==> config.mk <==
export PLATFORM = sky130hd
export DESIGN_NAME = qed_i_cache
export DESIGN_NICKNAME = d
export VERILOG_FILES = /design/src/rtl/qed_i_cache.sv
export SDC_FILE = /design/constraint.sdc
export NUM_CORES = 1
export LEC_CHECK = 0
export BUFFER_PORTS_ARGS = -buffer_cell sky130_fd_sc_hd__buf_2
export CAP_MARGIN = 20
export CORE_MARGIN = 4
export CORE_UTILIZATION = 61
export CTS_CLUSTER_SIZE = 8
export DETAILED_ROUTE_END_ITERATION = 10
export PLACE_DENSITY = 0.79
export SYNTH_ARGS = -nofsm -noshare
export SYNTH_HDL_FRONTEND = slang
export SYNTH_SLANG_ARGS = --single-unit
==> constraint.sdc <==
create_clock -name clk -period 3.4 [get_ports clk]
set_clock_uncertainty 0.05 [all_clocks]
set_input_delay 0.51 -clock clk [delete_from_list [all_inputs] [get_ports clk]]
set_output_delay 0.51 -clock clk [all_outputs]
set_load 0.01 [all_outputs]
==> src/rtl/qed_i_cache.sv <==
// QED instruction replay buffer: captures modified instructions in the original phase and replays them in order for the duplicate phase.
// Optional: define QIC_AUTO_DUP_EN to enter replay automatically when the buffer fills.
module qed_i_cache #(
   parameter int unsigned DEPTH    = 16,
   parameter logic [31:0] NOP_INSN = 32'h0000_0013
) (
   input  logic                    clk,
   input  logic                    rst,
   input  logic                    ena,
   input  logic                    exec_dup,
   input  logic                    stall_IF,
   input  logic [31:0]             qed_instruction,
   input  logic                    qed_insn_valid,
   output logic [31:0]             qic_qimux_instruction,
   output logic                    vld_out,
   output logic                    qed_ready,
   output logic [$clog2(DEPTH):0]  num_orig,
   output logic [$clog2(DEPTH):0]  num_dup,
   output logic                    overflow
);

   localparam int unsigned ADDR_W = $clog2(DEPTH);
   localparam int unsigned CNT_W  = ADDR_W + 1;
   localparam logic [CNT_W-1:0] FULL_CNT = CNT_W'(DEPTH);

   typedef enum logic [1:0] {
      S_ORIG = 2'd0,
      S_DUP  = 2'd1,
      S_DONE = 2'd2
   } state_t;

   state_t              r_state;
   logic [31:0]         r_mem [DEPTH];
   logic [ADDR_W-1:0]   r_wr_ptr;
   logic [ADDR_W-1:0]   r_rd_ptr;
   logic [CNT_W-1:0]    r_count;
   logic [CNT_W-1:0]    r_num_orig;
   logic [CNT_W-1:0]    r_num_dup;
   logic                r_overflow;
   logic                r_vld;
   logic                r_qed_ready;

   logic                w_advance;
   logic                w_full;
   logic                w_push;

   assign w_advance = ena && !stall_IF;
   assign w_full    = (r_count == FULL_CNT);
   // exec_dup wins over a same-cycle capture
   assign w_push    = w_advance && (r_state == S_ORIG) && !exec_dup
                      && qed_insn_valid && !w_full;

   // Storage is intentionally left unreset
   always_ff @(posedge clk) begin
      if (w_push) begin
         r_mem[r_wr_ptr] <= qed_instruction;
      end
   end

   always_ff @(posedge clk or posedge rst) begin
      if (rst) begin
         r_state     <= S_ORIG;
         r_wr_ptr    <= '0;
         r_rd_ptr    <= '0;
         r_count     <= '0;
         r_num_orig  <= '0;
         r_num_dup   <= '0;
         r_overflow  <= 1'b0;
         r_vld       <= 1'b0;
         r_qed_ready <= 1'b0;
      end else if (w_advance) begin
         case (r_state)
            S_ORIG: begin
               if (exec_dup) begin
                  if (r_count != '0) begin
                     r_state <= S_DUP;
                     r_vld   <= 1'b1;
                  end else begin
                     r_state     <= S_DONE;
                     r_qed_ready <= 1'b1;
                  end
               end
`ifdef QIC_AUTO_DUP_EN
               else if (w_full) begin
                  r_state <= S_DUP;
                  r_vld   <= 1'b1;
               end
`endif
               else if (qed_insn_valid) begin
                  if (w_full) begin
                     r_overflow <= 1'b1;
                  end else begin
                     r_wr_ptr   <= r_wr_ptr + ADDR_W'(1);
                     r_count    <= r_count + CNT_W'(1);
                     r_num_orig <= r_num_orig + CNT_W'(1);
                  end
               end
            end
            S_DUP: begin
               r_rd_ptr  <= r_rd_ptr + ADDR_W'(1);
               r_count   <= r_count - CNT_W'(1);
               r_num_dup <= r_num_dup + CNT_W'(1);
               if (r_count == CNT_W'(1)) begin
                  r_state     <= S_DONE;
                  r_vld       <= 1'b0;
                  r_qed_ready <= 1'b1;
               end
            end
            default: begin
               r_state <= S_DONE;
            end
         endcase
      end
   end

   assign qic_qimux_instruction = r_vld ? r_mem[r_rd_ptr] : NOP_INSN;
   assign vld_out               = r_vld;
   assign qed_ready             = r_qed_ready;
   assign num_orig              = r_num_orig;
   assign num_dup               = r_num_dup;
   assign overflow              = r_overflow;

endmodule

==> results of run 1 <==
-- final cells by class --
cell class / count / area [µm²] / share of cell area [%]
clock buffer: 101 / 2060 / 8.50
clock inverter: 5 / 55.1 / 0.227
inverter: 7 / 26.3 / 0.108
multi-input combinational: 330 / 4450 / 18.4
sequential: 540 / 16100 / 66.4
tap: 448 / 561 / 2.31
timing repair buffer: 122 / 995 / 4.11
-- metal layers --
metal | routed length [µm] | vias to the layer above | global-route usage (%)
met2 | 25000 | 631 | 44.9
met3 | 4320 | 112 | 6.46
met4 | 1350 | 6 | 9.16
met5 | 35 | - | 0
met1 | 18200 | 5558 | 37.2
li1 | - | 4230 | -
-- state kept, by name (all words and copies together) (netlist names) --
name / cells
r_rd_ptr: 4
qed_ready: 1
num_orig: 5
overflow: 1
r_wr_ptr: 4
num_dup: 5
vld_out: 1
r_count: 5
r_mem: 512
r_state: 2
-- report_power, final --
part / switching, mW / internal (mW)
Sequential: 0.267 / 7.46
Combinational: 2.50 / 2.33
Clock: 2.68 / 4.17
-- critical path, delay by kind of cell, from the launching register on --
kind	cells	cell delay [ps]
compound gates	2	790
buf+inv	2	590
flops	1	450
mux	1	390
-- metrics by stage --
stage | util [%] | setup slack (ps) | instance area, µm² | power (mW)
after global routing | 72.1 | 7.38 | 24200 | 20.2
after CTS | 72.0 | 4.86 | 24200 | 19.5
after detailed placement | 65.7 | 589 | 22100 | 12.6
after floorplan | - | 750 | 20800 | 11.1
after global placement | 65.6 | 654 | 22100 | 12.5
final | 72.1 | 22.6 | 24200 | 19.4
-- logic make-up after synthesis --
logic type,share of synthesized area [%]
adder cells (fa/ha/maj),0.662
buffers and inverters,1.48
multiplexers,14.1
AO/OA/AOI/OAI,3.51
flip-flops,77.3
AND/OR/NAND/NOR,2.22
XOR/XNOR,0.800
-- layout by cell type (no fill, tap or decap), types with 6 or more instances in the layout --
cell type and count:
buf_4 17, xor2_1 6, nand2_1 14, inv_1 7
and2_2 12, ha_1 11, nand4_1 8, xnor2_1 13
clkbuf_1 22, mux4_2 117, and3_1 6, edfxtp_1 512
clkbuf_16 79, buf_12 19, buf_2 82, a22o_1 29
mux2_2 17, a221o_1 29, dfrtp_1 26
-- final timing paths --
kind                                            endpoint  cells past startpoint
worst max-delay path            qic_qimux_instruction[4]                      5
worst min-delay path              r_state[0]$_DFFE_PP0P_                      2
worst max register to register     r_mem[4][7]$_DFFE_PP_                      7
worst min register to register    num_dup[4]$_DFFE_PP0P_                      1
max in group asynchronous        r_rd_ptr[1]$_DFFE_PP0P_                      4
min in group asynchronous        num_orig[0]$_DFFE_PP0P_                      3
-- repair_timing --
| action | 4_1_cts | 5_1_grt |
|---|---|---|
| setup buffers | 0 | 1 |
| hold endpoints to repair | 10 | 0 |
| hold buffers | 1 | 0 |
| endpoints found under the setup margin | 3 | 10 |
| resized for setup | 3 | 1 |
==> results.sh, run 1 <==
export IMPL_gp_congestion=0.777
export IMPL_viasPerCell=6.78
export IMPL_clk_path_buf_depth=3
export IMPL_synth_top_cell_area_share_pct=73.9
export IMPL_initial_core_util_pct=61.9
export IMPL_synthDistinctLibCells=49
export IMPL_synth_area_leaders="edfxtp_1 (74%), mux4_2 (13%), dfrtp_1 (3.4%)"
export IMPL_yosys_warnings=0
export IMPL_slew_viol_final=0
export IMPL_die_w_um=193
export IMPL_final_cells=1553
export IMPL_p_leak_nw=8.04
export IMPL_post_drt_wl_per_cell_um=31.5
export IMPL_cts_root_buf="clkbuf_16"
export IMPL_worst_slew_pin_slew_ps=825
export IMPL_critPathMaxStageDelay_ps=480
export IMPL_grt_pass1_wl_um=73000
export IMPL_end_kind="output pin"
export IMPL_drv_cap=0
export IMPL_synth_cells=925
export IMPL_rrSetupSlack_ps=590
export IMPL_setup_tns_ps=0
export IMPL_drive_gt1_share_pct=32.9
export IMPL_max_vdd_ir_drop_v=0.000550
export IMPL_n_antenna_cell=0
export IMPL_cp_data_arrival_time_ps=2820
export IMPL_rsz0062_at_grt="no"
export IMPL_slew_headroom_pct=44.8
export IMPL_criticalPathCategory="reg -> out"
export IMPL_grt_overflow_total=0
export IMPL_cpMaxStageDelayCell="o311ai_0"
export IMPL_worstPathCellList="buf_12, mux2_2, o311ai_0, o21ai_0, buf_2"
export IMPL_fp_coreArea_um2=33600
export IMPL_clkTransAtPathRegs_ps=50
export IMPL_die_y_um=193
export IMPL_hp_class="in -> reg"
export IMPL_synth_top_cells_by_count="edfxtp_1 (512), mux4_2 (116), a221o_1 (29), a22o_1 (29), dfrtp_1 (28)"
export IMPL_syn_area_per_cell_um2=22.5
export IMPL_synthToLayoutAreaGrowth_pct=16.5
export IMPL_cp_required_ps=2840
export IMPL_clk_latency_ps=570
export IMPL_grt_pass1_vias=11100
export IMPL_track_usage_pct=27.4
export IMPL_ant_nets=0
export IMPL_fin_crit_ps=3380
export IMPL_period_share_pct=99.3
export IMPL_numCtsBuffers=77
export IMPL_yosys_most_used_dff="edfxtp_1"
export IMPL_async_reset_ff_share_pct=5.19
export IMPL_cts_max_level=3
export IMPL_clock_sinks=540
export IMPL_status="complete, no violations"
export IMPL_clock_fmax_ghz=0.296
export IMPL_yosys_area_top_type="edfxtp_1"
export IMPL_ys_ff_latch=540
export IMPL_synth_area_um2=20800
export IMPL_synth_nets=974
export IMPL_r2r_start="r_count[0]$_DFFE_PP0P_"
export IMPL_crit_fanout=71
export IMPL_power_density_nw_per_um2=801
export IMPL_nFillCells=1847
export IMPL_grt_max_degree=72
export IMPL_drtIter0Drc=1273
export IMPL_synth_seq_area_share_pct=77.3
export IMPL_synth_most_common_cell="edfxtp_1"
export IMPL_num_rows=67
export IMPL_port_buffers=82
export IMPL_fin_nets=1127
export IMPL_final_setup_viol_count=0
export IMPL_critPathLaunch="r_rd_ptr[1]$_DFFE_PP0P_"
export IMPL_min_delay_start="exec_dup"
export IMPL_antenna_found_initial=3
export IMPL_die_area_um2=37100
export IMPL_holdWs_ps=221
export IMPL_post_route_drc_count=0
export IMPL_drt_wl_total_um=48900
export IMPL_hpwlAfterDp_um=23700
export IMPL_synth_edf_count=512
export IMPL_num_io_pins=83
export IMPL_first_pass_iters=5
export IMPL_via_count=10500
export IMPL_tritoncts="built"
export IMPL_dp_cells=1445
export IMPL_hold_viol=0
export IMPL_crit_path_start_kind="register"
Note: power is estimated with default switching activity, not from simulation.
==> run 2: changes to the inputs <==
SETUP_SLACK_MARGIN = 0.2   (was unset)
clock period = 3.6 ns   (was 3.4 ns; I/O delays follow)
==> results.sh, run 2 (same netlist as run 1, synthesis figures left out) <==
export IMPL_hold_viol=0
export IMPL_tritoncts="built"
export IMPL_clock_fmax_ghz=0.306
export IMPL_final_common_cell="edfxtp_1"
export IMPL_critPathLaunch="r_rd_ptr[0]$_DFFE_PP0P_"
export IMPL_setup_tns_ps=0
export IMPL_critPathMaxStageDelay_ps=580
export IMPL_crit_fanout=19
export IMPL_drt_wl_total_um=47700
export IMPL_clk_path_buf_depth=3
export IMPL_die_w_um=193
export IMPL_clkTransAtPathRegs_ps=50
export IMPL_die_area_um2=37100
export IMPL_drive_gt1_share_pct=33.4
export IMPL_power_density_nw_per_um2=761
export IMPL_fin_crit_ps=3270
export IMPL_dpl_instance_area_um2=22100
export IMPL_grt_pass1_wl_um=71300
export IMPL_worstPathCellList="buf_12, buf_12, mux4_1, a22o_1, a221o_1, buf_2"
export IMPL_fin_nets=1137
export IMPL_grt_max_degree=46
export IMPL_holdWs_ps=244
export IMPL_grt_pass1_vias=11100
export IMPL_hp_class="in -> reg"
export IMPL_gp_congestion=0.783
export IMPL_clock_sinks=540
export IMPL_crit_top_cell="buf_12"
export IMPL_first_pass_iters=5
export IMPL_clk_latency_ps=580
export IMPL_initial_core_util_pct=61.9
export IMPL_cts_max_level=3
export IMPL_post_route_drc_count=0
export IMPL_die_y_um=193
export IMPL_r2r_start="r_count[0]$_DFFE_PP0P_"
export IMPL_worstPathBufferInverterCount=3
export IMPL_grt_overflow_total=0
export IMPL_crit_path_start_kind="register"
export IMPL_status="complete, no violations"
export IMPL_cp_required_ps=3010
export IMPL_num_io_pins=83
export IMPL_final_cell_mix="edfxtp_1 (512), mux4_2 (116), buf_2 (82)"
export IMPL_port_buffers=82
export IMPL_post_drt_wl_per_cell_um=30.5
export IMPL_numCtsBuffers=77
export IMPL_cp_data_arrival_time_ps=2680
export IMPL_largest_register="r_mem"
export IMPL_end_kind="output pin"
export IMPL_slew_headroom_pct=42.3
export IMPL_num_rows=67
export IMPL_final_setup_viol_count=0
export IMPL_p_leak_nw=8.11
export IMPL_max_vdd_ir_drop_v=0.000430
export IMPL_track_usage_pct=26.7
export IMPL_period_share_pct=90.8
export IMPL_largest_reg_flops=512
export IMPL_rsz0062_at_grt="no"
export IMPL_slew_viol_final=0
export IMPL_drv_cap=0
export IMPL_criticalPathCategory="reg -> out"
export IMPL_cpMaxStageDelayCell="mux4_1"
export IMPL_ant_nets=0
export IMPL_via_count=10500
export IMPL_antenna_found_initial=2
export IMPL_finalInstanceArea_um2=24300
export IMPL_min_delay_start="stall_IF"
export IMPL_drtIter0Drc=1257
export IMPL_fp_coreArea_um2=33600
export IMPL_hpwlAfterDp_um=23400
export IMPL_nFillCells=1833
export IMPL_viasPerCell=6.74
export IMPL_worst_slew_pin_slew_ps=863
export IMPL_synthToLayoutAreaGrowth_pct=16.9
export IMPL_cts_root_buf="clkbuf_16"
export IMPL_cts_resized=0
export IMPL_path_delay_family="multiplexers"
==> run 2: worst paths after layout <==
| check | end | slack [ps] | cells past startpoint |
|---|---|---|---|
| max | qic_qimux_instruction[23] | 330 | 6 |
| min | overflow$_DFFE_PP0P_ | 240 | 4 |
| max reg2reg | r_mem[4][31]$_DFFE_PP_ | 770 | 7 |
| min reg2reg | num_orig[4]$_DFFE_PP0P_ | 420 | 1 |
| max in group asynchronous | r_count[4]$_DFFE_PP0P_ | 2450 | 4 |
| min in group asynchronous | num_dup[0]$_DFFE_PP0P_ | 540 | 3 |
==> run 2: timing repair <==
action | CTS | global route
hold endpoints to repair | 12 | 0
hold buffers | 1 | 0
endpoints found under the setup margin | 27 | 0
setup buffers | 6 | 0
==> run 2: power by group <==
group	switching, mW	internal [mW]
sequential	0.276	7.05
combinational	2.35	2.34
clock	2.48	4.01
==> run 2: layer usage <==
| layer | up-vias | part of all wire [%] | GRT usage [%] |
|---|---|---|---|
| met2 | 703 | 51 | 43.5 |
| met4 | 4 | 2.3 | 7.76 |
| met5 | - | 0.071 | 0 |
| met1 | 5463 | 37 | 36.9 |
| li1 | 4255 | - | - |
| met3 | 110 | 10 | 6.20 |
==> run 2: stage by stage <==
stage / power [mW] / setup WS [ps] / instances / util, %
after global routing: 19.2 / 266 / 1563 / 72.3
after floorplan: 10.5 / 950 / 925 / -
after global placement: 11.8 / 640 / 1449 / 65.6
after CTS: 18.6 / 326 / 1563 / 72.3
after detailed placement: 11.9 / 612 / 1450 / 65.7
final: 18.5 / 332 / 1564 / 72.3
==> run 2: final cells by class <==
class | count | area, µm² | share of cell area [%]
Sequential cell | 540 | 16100 | 66.1
Multi-Input combinational cell | 330 | 4450 | 18.3
Clock buffer | 101 | 2060 | 8.47
Timing Repair Buffer | 132 | 1060 | 4.36
Tap cell | 448 | 561 | 2.30
Clock inverter | 5 | 80.1 | 0.329
Inverter | 7 | 26.3 | 0.108
Antenna cell | 1 | 2.50 | 0.0103
==> run 2: tightest hold or removal path, cell delays in order <==
cell and delay, ps:
buf_2 80, nor2b_1 70, nand2_1 70, o21bai_1 50
